### src/rtl/cuckoo_pkg.sv
// Shared definitions for the cuckoo-hash key store: sizes, FSM states and the
// table-1 hash.
package cuckoo_pkg;
    localparam int KEY_W     = 32;
    localparam int IDX_W     = 4;
    localparam int DEPTH     = 1 << IDX_W;
    localparam int MAX_KICKS = 8;

    typedef enum logic [2:0] {
        IDLE,
        LOOKUP,
        EVICT,
        WAIT_T2,
        FAIL
    } state_t;

    // Table-1 index: low nibble folded with bits [11:8].
    function automatic logic [IDX_W-1:0] h1(input logic [KEY_W-1:0] k);
        return k[IDX_W-1:0] ^ k[8 +: IDX_W];
    endfunction
endpackage

### src/rtl/cuckoo_t1_insert_if.sv
// Handshake bundle between the table-1 insert stage and its neighbours
// (key source, table-2 stage, status consumers).
interface cuckoo_t1_insert_if;
    import cuckoo_pkg::*;

    logic             in_valid;
    logic             in_ready;
    logic [KEY_W-1:0] in_key;
    logic             ev_valid;
    logic             ev_ready;
    logic [KEY_W-1:0] ev_key;
    logic             ret_valid;
    logic             ret_ready;
    logic [KEY_W-1:0] ret_key;
    logic             t2_done;
    logic             done_valid;
    logic             fail_valid;
    logic [KEY_W-1:0] fail_key;
    logic [IDX_W:0]   count;
    logic             busy;

    modport slave (
        input  in_valid, in_key, ev_ready, ret_valid, ret_key, t2_done,
        output in_ready, ev_valid, ev_key, ret_ready, done_valid,
               fail_valid, fail_key, count, busy
    );

    modport master (
        output in_valid, in_key, ev_ready, ret_valid, ret_key, t2_done,
        input  in_ready, ev_valid, ev_key, ret_ready, done_valid,
               fail_valid, fail_key, count, busy
    );
endinterface

### src/rtl/cuckoo_t1_table.sv
// Table-1 storage: DEPTH keys with per-entry valid bits, combinational read,
// synchronous write, valid bits cleared asynchronously on rst.
module cuckoo_t1_table
    import cuckoo_pkg::*;
(
    input  logic             clk,
    input  logic             rst,
    input  logic [IDX_W-1:0] rd_idx,
    output logic             rd_valid,
    output logic [KEY_W-1:0] rd_key,
    input  logic             wr_en,
    input  logic [IDX_W-1:0] wr_idx,
    input  logic [KEY_W-1:0] wr_key
);
    logic [KEY_W-1:0] keys [DEPTH];
    logic [DEPTH-1:0] valid;

    assign rd_valid = valid[rd_idx];
    assign rd_key   = keys[rd_idx];

    // Key storage carries no reset; an entry is meaningful only while its valid bit is set.
    always_ff @(posedge clk) begin
        if (wr_en) begin
            keys[wr_idx] <= wr_key;
        end
    end

    always_ff @(posedge clk or posedge rst) begin
        if (rst) begin
            valid <= '0;
        end else if (wr_en) begin
            valid[wr_idx] <= 1'b1;
        end
    end
endmodule

### src/rtl/cuckoo_t1_insert.sv
// Table-1 insertion stage: places keys at h1(key), evicts occupants to table 2
// and re-inserts bounced keys until the chain settles or runs out of kicks.
module cuckoo_t1_insert #(
    parameter int MAX_KICKS = cuckoo_pkg::MAX_KICKS
) (
    input logic                clk,
    input logic                rst,
    cuckoo_t1_insert_if.slave  bus
);
    import cuckoo_pkg::*;

    localparam int KW = $clog2(MAX_KICKS + 1);

    state_t           state;
    logic [KEY_W-1:0] cur_key;
    logic [KW-1:0]    kicks;
    logic [IDX_W-1:0] slot;
    logic             rd_valid;
    logic [KEY_W-1:0] rd_key;
    logic             hit_empty;
    logic             hit_dup;
    logic             can_kick;
    logic             wr_en;
    logic             accept;
    logic             take_ret;

    assign slot      = h1(cur_key);
    assign hit_empty = !rd_valid;
    assign hit_dup   = rd_valid && (rd_key == cur_key);
    assign can_kick  = kicks < KW'(MAX_KICKS);
    assign wr_en     = (state == LOOKUP) && (hit_empty || (!hit_dup && can_kick));
    assign accept    = (state == IDLE) && bus.in_valid && bus.in_ready;
    assign take_ret  = (state == WAIT_T2) && bus.ret_valid;

    cuckoo_t1_table u_table (
        .clk      (clk),
        .rst      (rst),
        .rd_idx   (slot),
        .rd_valid (rd_valid),
        .rd_key   (rd_key),
        .wr_en    (wr_en),
        .wr_idx   (slot),
        .wr_key   (cur_key)
    );

    always_ff @(posedge clk) begin
        if (accept) begin
            cur_key <= bus.in_key;
        end else if (take_ret) begin
            cur_key <= bus.ret_key;
        end
    end

    always_ff @(posedge clk or posedge rst) begin
        if (rst) begin
            state          <= IDLE;
            kicks          <= '0;
            bus.in_ready   <= 1'b0;
            bus.ev_valid   <= 1'b0;
            bus.ev_key     <= '0;
            bus.ret_ready  <= 1'b0;
            bus.done_valid <= 1'b0;
            bus.fail_valid <= 1'b0;
            bus.fail_key   <= '0;
            bus.count      <= '0;
            bus.busy       <= 1'b0;
        end else begin
            bus.done_valid <= 1'b0;
            bus.fail_valid <= 1'b0;
            case (state)
                IDLE: begin
                    if (accept) begin
                        kicks        <= '0;
                        bus.in_ready <= 1'b0;
                        bus.busy     <= 1'b1;
                        state        <= LOOKUP;
                    end else begin
                        bus.in_ready <= 1'b1;
                    end
                end
                LOOKUP: begin
                    if (hit_empty || hit_dup) begin
                        if (hit_empty && (bus.count < (IDX_W+1)'(DEPTH))) begin
                            bus.count <= bus.count + 1'b1;
                        end
                        bus.done_valid <= 1'b1;
                        bus.in_ready   <= 1'b1;
                        bus.busy       <= 1'b0;
                        state          <= IDLE;
                    end else if (can_kick) begin
                        bus.ev_key   <= rd_key;
                        bus.ev_valid <= 1'b1;
                        kicks        <= kicks + KW'(1);
                        state        <= EVICT;
                    end else begin
                        bus.fail_key   <= cur_key;
                        bus.fail_valid <= 1'b1;
                        state          <= FAIL;
                    end
                end
                EVICT: begin
                    if (bus.ev_ready) begin
                        bus.ev_valid  <= 1'b0;
                        bus.ret_ready <= 1'b1;
                        state         <= WAIT_T2;
                    end
                end
                WAIT_T2: begin
                    // A bounce takes priority over a simultaneous t2_done.
                    if (bus.ret_valid) begin
                        bus.ret_ready <= 1'b0;
                        state         <= LOOKUP;
                    end else if (bus.t2_done) begin
                        bus.ret_ready  <= 1'b0;
                        bus.done_valid <= 1'b1;
                        bus.in_ready   <= 1'b1;
                        bus.busy       <= 1'b0;
                        state          <= IDLE;
                    end
                end
                FAIL: begin
                    bus.in_ready <= 1'b1;
                    bus.busy     <= 1'b0;
                    state        <= IDLE;
                end
                default: begin
                    state <= IDLE;
                end
            endcase
        end
    end
endmodule

### src/flat_wrapper.sv
// flat-port wrapper written by rule: the top's interface ports become plain ports
module cuckoo_t1_insert_flat import cuckoo_pkg::*;
#(
    parameter int MAX_KICKS = cuckoo_pkg::MAX_KICKS
)
  (clk, rst, bus_in_valid, bus_in_key, bus_ev_ready, bus_ret_valid, bus_ret_key, bus_t2_done, bus_in_ready, bus_ev_valid, bus_ev_key, bus_ret_ready, bus_done_valid, bus_fail_valid, bus_fail_key, bus_count, bus_busy);
  cuckoo_t1_insert_if bus_i ();
  input logic clk;
  input logic rst;
  input wire logic [$bits(bus_i.in_valid)-1:0] bus_in_valid;
  input wire logic [$bits(bus_i.in_key)-1:0] bus_in_key;
  input wire logic [$bits(bus_i.ev_ready)-1:0] bus_ev_ready;
  input wire logic [$bits(bus_i.ret_valid)-1:0] bus_ret_valid;
  input wire logic [$bits(bus_i.ret_key)-1:0] bus_ret_key;
  input wire logic [$bits(bus_i.t2_done)-1:0] bus_t2_done;
  output wire logic [$bits(bus_i.in_ready)-1:0] bus_in_ready;
  output wire logic [$bits(bus_i.ev_valid)-1:0] bus_ev_valid;
  output wire logic [$bits(bus_i.ev_key)-1:0] bus_ev_key;
  output wire logic [$bits(bus_i.ret_ready)-1:0] bus_ret_ready;
  output wire logic [$bits(bus_i.done_valid)-1:0] bus_done_valid;
  output wire logic [$bits(bus_i.fail_valid)-1:0] bus_fail_valid;
  output wire logic [$bits(bus_i.fail_key)-1:0] bus_fail_key;
  output wire logic [$bits(bus_i.count)-1:0] bus_count;
  output wire logic [$bits(bus_i.busy)-1:0] bus_busy;
  assign bus_i.in_valid = bus_in_valid;
  assign bus_i.in_key = bus_in_key;
  assign bus_i.ev_ready = bus_ev_ready;
  assign bus_i.ret_valid = bus_ret_valid;
  assign bus_i.ret_key = bus_ret_key;
  assign bus_i.t2_done = bus_t2_done;
  assign bus_in_ready = bus_i.in_ready;
  assign bus_ev_valid = bus_i.ev_valid;
  assign bus_ev_key = bus_i.ev_key;
  assign bus_ret_ready = bus_i.ret_ready;
  assign bus_done_valid = bus_i.done_valid;
  assign bus_fail_valid = bus_i.fail_valid;
  assign bus_fail_key = bus_i.fail_key;
  assign bus_count = bus_i.count;
  assign bus_busy = bus_i.busy;
  cuckoo_t1_insert #(.MAX_KICKS(MAX_KICKS)) u_core (.clk(clk), .rst(rst), .bus(bus_i));
endmodule
### config.mk
export PLATFORM = sky130hd
export DESIGN_NAME = cuckoo_t1_insert_flat
export DESIGN_NICKNAME = d
export VERILOG_FILES = /design/src/rtl/cuckoo_pkg.sv /design/src/rtl/cuckoo_t1_insert_if.sv /design/src/rtl/cuckoo_t1_table.sv /design/src/rtl/cuckoo_t1_insert.sv /design/src/flat_wrapper.sv
export SDC_FILE = /design/constraint.sdc
export NUM_CORES = 1
export LEC_CHECK = 0
export BUFFER_PORTS_ARGS = -buffer_cell sky130_fd_sc_hd__buf_2
export CORE_MARGIN = 4
export CORE_UTILIZATION = 58
export CTS_CLUSTER_DIAMETER = 50
export DETAILED_ROUTE_END_ITERATION = 8
export GPL_ROUTABILITY_DRIVEN = 0
export PLACE_DENSITY = 0.87
export SKIP_LAST_GASP = 1
export SLEW_MARGIN = 20
export SYNTH_ARGS = -nofsm -noshare
export SYNTH_HDL_FRONTEND = slang
export SYNTH_SLANG_ARGS = --single-unit
### constraint.sdc
create_clock -name clk -period 5.5 [get_ports clk]
set_clock_uncertainty 0.1 [all_clocks]
set_input_delay 0.55 -clock clk [delete_from_list [all_inputs] [get_ports clk]]
set_output_delay 0.55 -clock clk [all_outputs]
set_load 0.01 [all_outputs]
==> impl_results.md <==
* Post-Syn Nets at 1,657
* Root Buffer: clkbuf_16
* Final Critical Period at 5.33 ns
* Reg2reg setup slack at 0.17 ns
* Synthesized area at 25,500 um2
* Tcrit/Tclk final at 97.0%
* Chip width at 218 um
* Later-pin clock latency in the skew report at 0.60 ns
* Clock transition at path regs at 0.07 ns
* Initial DRT Pass Iterations at 8
* Sequential power share at 42.4%
* Yosys synthesis warning count at 0
* Required @ worst endpoint at 5.70 ns
* Post-CTS Setup Bufs at 0
* Clock sink count at 642
* Mapped Cells at 1,585
* Post-CTS resize count at 0
* Max FO, Critical Path at 21
* Maxcap violations at 0
* Layout cells sized above 1 at 22.7%
* HPWL Detailed at 40,100 um
* Layout area overhead at 15.4%
* Final ANT Viol Nets at 0
* Worst R2R Path Depth at 14
* Setup crit start kind: flop
* DRC Markers at 0
* Net Sw Frac at 35.6%
* Global-route wire length before repair at 101,000 um
* Final net count at 1,853
* Vias in the first global route at 16,289
* Tightest Pin Transition at 1.13 ns
* H-tree lvl count at 2
* R2r endpoint: u_core.u_table.keys[15][0]
* Port-buffer cells at 144
* Antenna violations before repair at 1
* Peak supply drop at 429 uV
* Largest net degree at the start of global routing at 68
* Leakage Power at 11.2 nW
* Critical path class: reg2reg
* Die area at 47,400 um2
* Slew HR at 24.2%
* Hold WC Path Type: in2async
* Post-synthesis register bit count at 642
* GRT Util Overall at 28.4%
* FF-to-FF Start: u_core.cur_key[2]
* DP Worst Slack at 0.361 ns
* Initial Util at 58.9%
* Hold slack at -0.00395 ns
* Die height at 218 um
* Crit path DAT at 5.54 ns
* Count of pins over their slew limit at 0
* Global-route congestion overflow total at 0
* RSZ-0062 raised after global routing: false
* Post-CTS Hold Buffers at 0
* Core ar. at 43,300 um2
* Vias at 15,952
* Site row count at 76
* Vias per inst at 6.61
* Status: complete, but fails checks
* Ports at 145
* Failing checks: hold timing
* Final worst slack at 0.165 ns
* Inserted Clock Buffers at 60
* Sequential area share after synthesis at 73.7%
* Max Clk Rate at 187 MHz
* Post-synth EDFFs at 544
* Setup total negative slack at 0 ns
* Unique masters post-synth at 52
* Logic pwr share at 32.5%
* Clock power frac at 25.1%
* Ant. Diodes at 0
* Clock Path Buffers at 3
* Dominant synthesized flop cell: edfxtp_1
* Critical Path End Type: flop
* Cell-internal power at 10.3 mW
* CTS tree: built
* Ys async rst share at 15.3%
* Hold Vio Cnt, Final at 1
* Final setup fails at 0
* Switching power at 5.70 mW
* Avg Cell Area, Syn at 16.1 um2
* Detailed-route wire length per cell at 28.2 um
* Pwr dens at 544 nW/um2
* DRT iter0 DRCs at 2,606
* WL final at 68,100 um
[worst max-delay path, cell delays in order, from the launching register on]
cell	delay (ns)
edfxtp_1	0.41
xnor2_1	0.87
nor3_4	0.27
buf_4	0.30
buf_4	0.22
a32oi_1	0.30
nand4_1	0.21
xor2_1	0.20
nand4_1	0.35
nor4_4	0.08
and3_1	0.23
o21a_1	0.24
buf_12	0.17
nor2_4	0.75
buf_4	0.29
[logic make-up (layout without fill, tap and decap cells)]
kind of cell,after synthesis,in the layout,share of synthesized area (%)
DFF,642,642,73.7
and+or+nand+nor,375,375,6.47
muxes,234,234,10.2
AOI/OAI and AO/OA,169,169,5.56
buffers and inverters,120,362,2.33
xor gates and xnor gates,43,43,1.70
adders and majority gates,2,2,0.0981
[sequential cells by signal, indices dropped and copies added, names as in the netlist, 3 cells and up]
signal / cells
u_core.cur_key: 32
u_core.u_table.valid: 16
u_core.bus.fail_key: 32
u_core.state: 3
u_core.kicks: 4
u_core.bus.count: 5
u_core.u_table.keys: 512
u_core.bus.ev_key: 32
[cell usage after synthesis, types with 5 or more instances]
cell        n  area [um2]
edfxtp_1  544       16300
buf_4       9        67.6
nand4_1    37         231
mux2i_1   161        1610
nor3_2      8        80.1
mux4_2      5         113
a32oi_1   124        1090
buf_2      60         300
mux2_2     40         450
o21bai_1   14         105
clkbuf_1    8        30.0
and3_1      5        31.3
xnor2_1     6        52.6
nor2_1     30         113
nand2_1   277        1040
mux2_4     28         420
xor2_1     31         272
inv_1      37         139
a21oi_1     8        40.0
dfrtp_1    98        2450
o21ai_0     5        25.0
[layout by cell type, fill, tap and decap left out, drive strengths merged, types with 2 or more instances in the layout]
cell type / count
o21ai: 5
a21oi: 8
o21bai: 14
nor3: 11
edfxtp: 544
and3b: 2
a32o: 2
and3: 5
xor2: 35
a32oi: 124
bufinv: 4
buf: 217
ha: 2
mux4: 5
mux2: 68
nand2: 278
nor4: 3
nand3: 5
nor2: 30
a31o: 2
inv: 39
mux2i: 161
a31oi: 3
clkbuf: 76
a221oi: 2
clkinv: 25
xnor2: 8
nand4: 37
nor2b: 2
dfrtp: 98
[stage by stage]
step / cells / utilization (%) / power (mW) / area, um2
floorplan: 1585 / - / 9.85 / 25500
global route: 2412 / 68.0 / 16.6 / 29400
finish: 2412 / 68.0 / 16.0 / 29400
CTS: 2411 / 68.0 / 15.9 / 29400
global placement: 2301 / 63.5 / 11.6 / 27500
detailed placement: 2303 / 63.7 / 11.8 / 27500
[layout make-up]
| class | instances | area, um2 |
|---|---|---|
| sequential | 642 | 18800 |
| fill | 2517 | 13800 |
| multi-input combinational | 823 | 6310 |
| clock buffer | 76 | 1620 |
| timing repair buffer | 217 | 1590 |
| tap | 585 | 732 |
| clock inverter | 32 | 253 |
| inverter | 37 | 141 |
[power groups by stage]
stage	Sequential [mW]	Combinational, mW	Clock (mW)
2_1_floorplan	6.78	3.07	0
3_3_place_gp	6.80	4.78	0
3_5_place_dp	6.86	4.98	0
4_1_cts	6.78	5.10	4.01
5_1_grt	6.85	5.45	4.25
6_report	6.80	5.21	4.02
[worst max path at each step]
stage,end,slack [ns],depth (start not counted),start
2_1_floorplan,u_core.u_table.keys[4][0],0.81,14,u_core.cur_key[0]
3_3_place_gp,u_core.u_table.keys[3][7],0.60,13,u_core.cur_key[2]
3_5_place_dp,u_core.u_table.keys[3][27],0.36,13,u_core.cur_key[2]
4_1_cts,u_core.u_table.keys[3][11],0.26,13,u_core.cur_key[2]
5_1_grt,u_core.u_table.keys[15][11],0.10,14,u_core.cur_key[10]
6_report,u_core.u_table.keys[15][0],0.17,14,u_core.cur_key[2]
[metal layers]
metal,vias to the layer above,wire length (um),track usage (%)
met3,271,8730,6.73
li1,6454,-,-
met4,0,3000,11.4
met5,-,0,0
met2,1422,32700,46.3
met1,7805,23600,37.3
No activity file was read; power rests on OpenSTA's default activity.
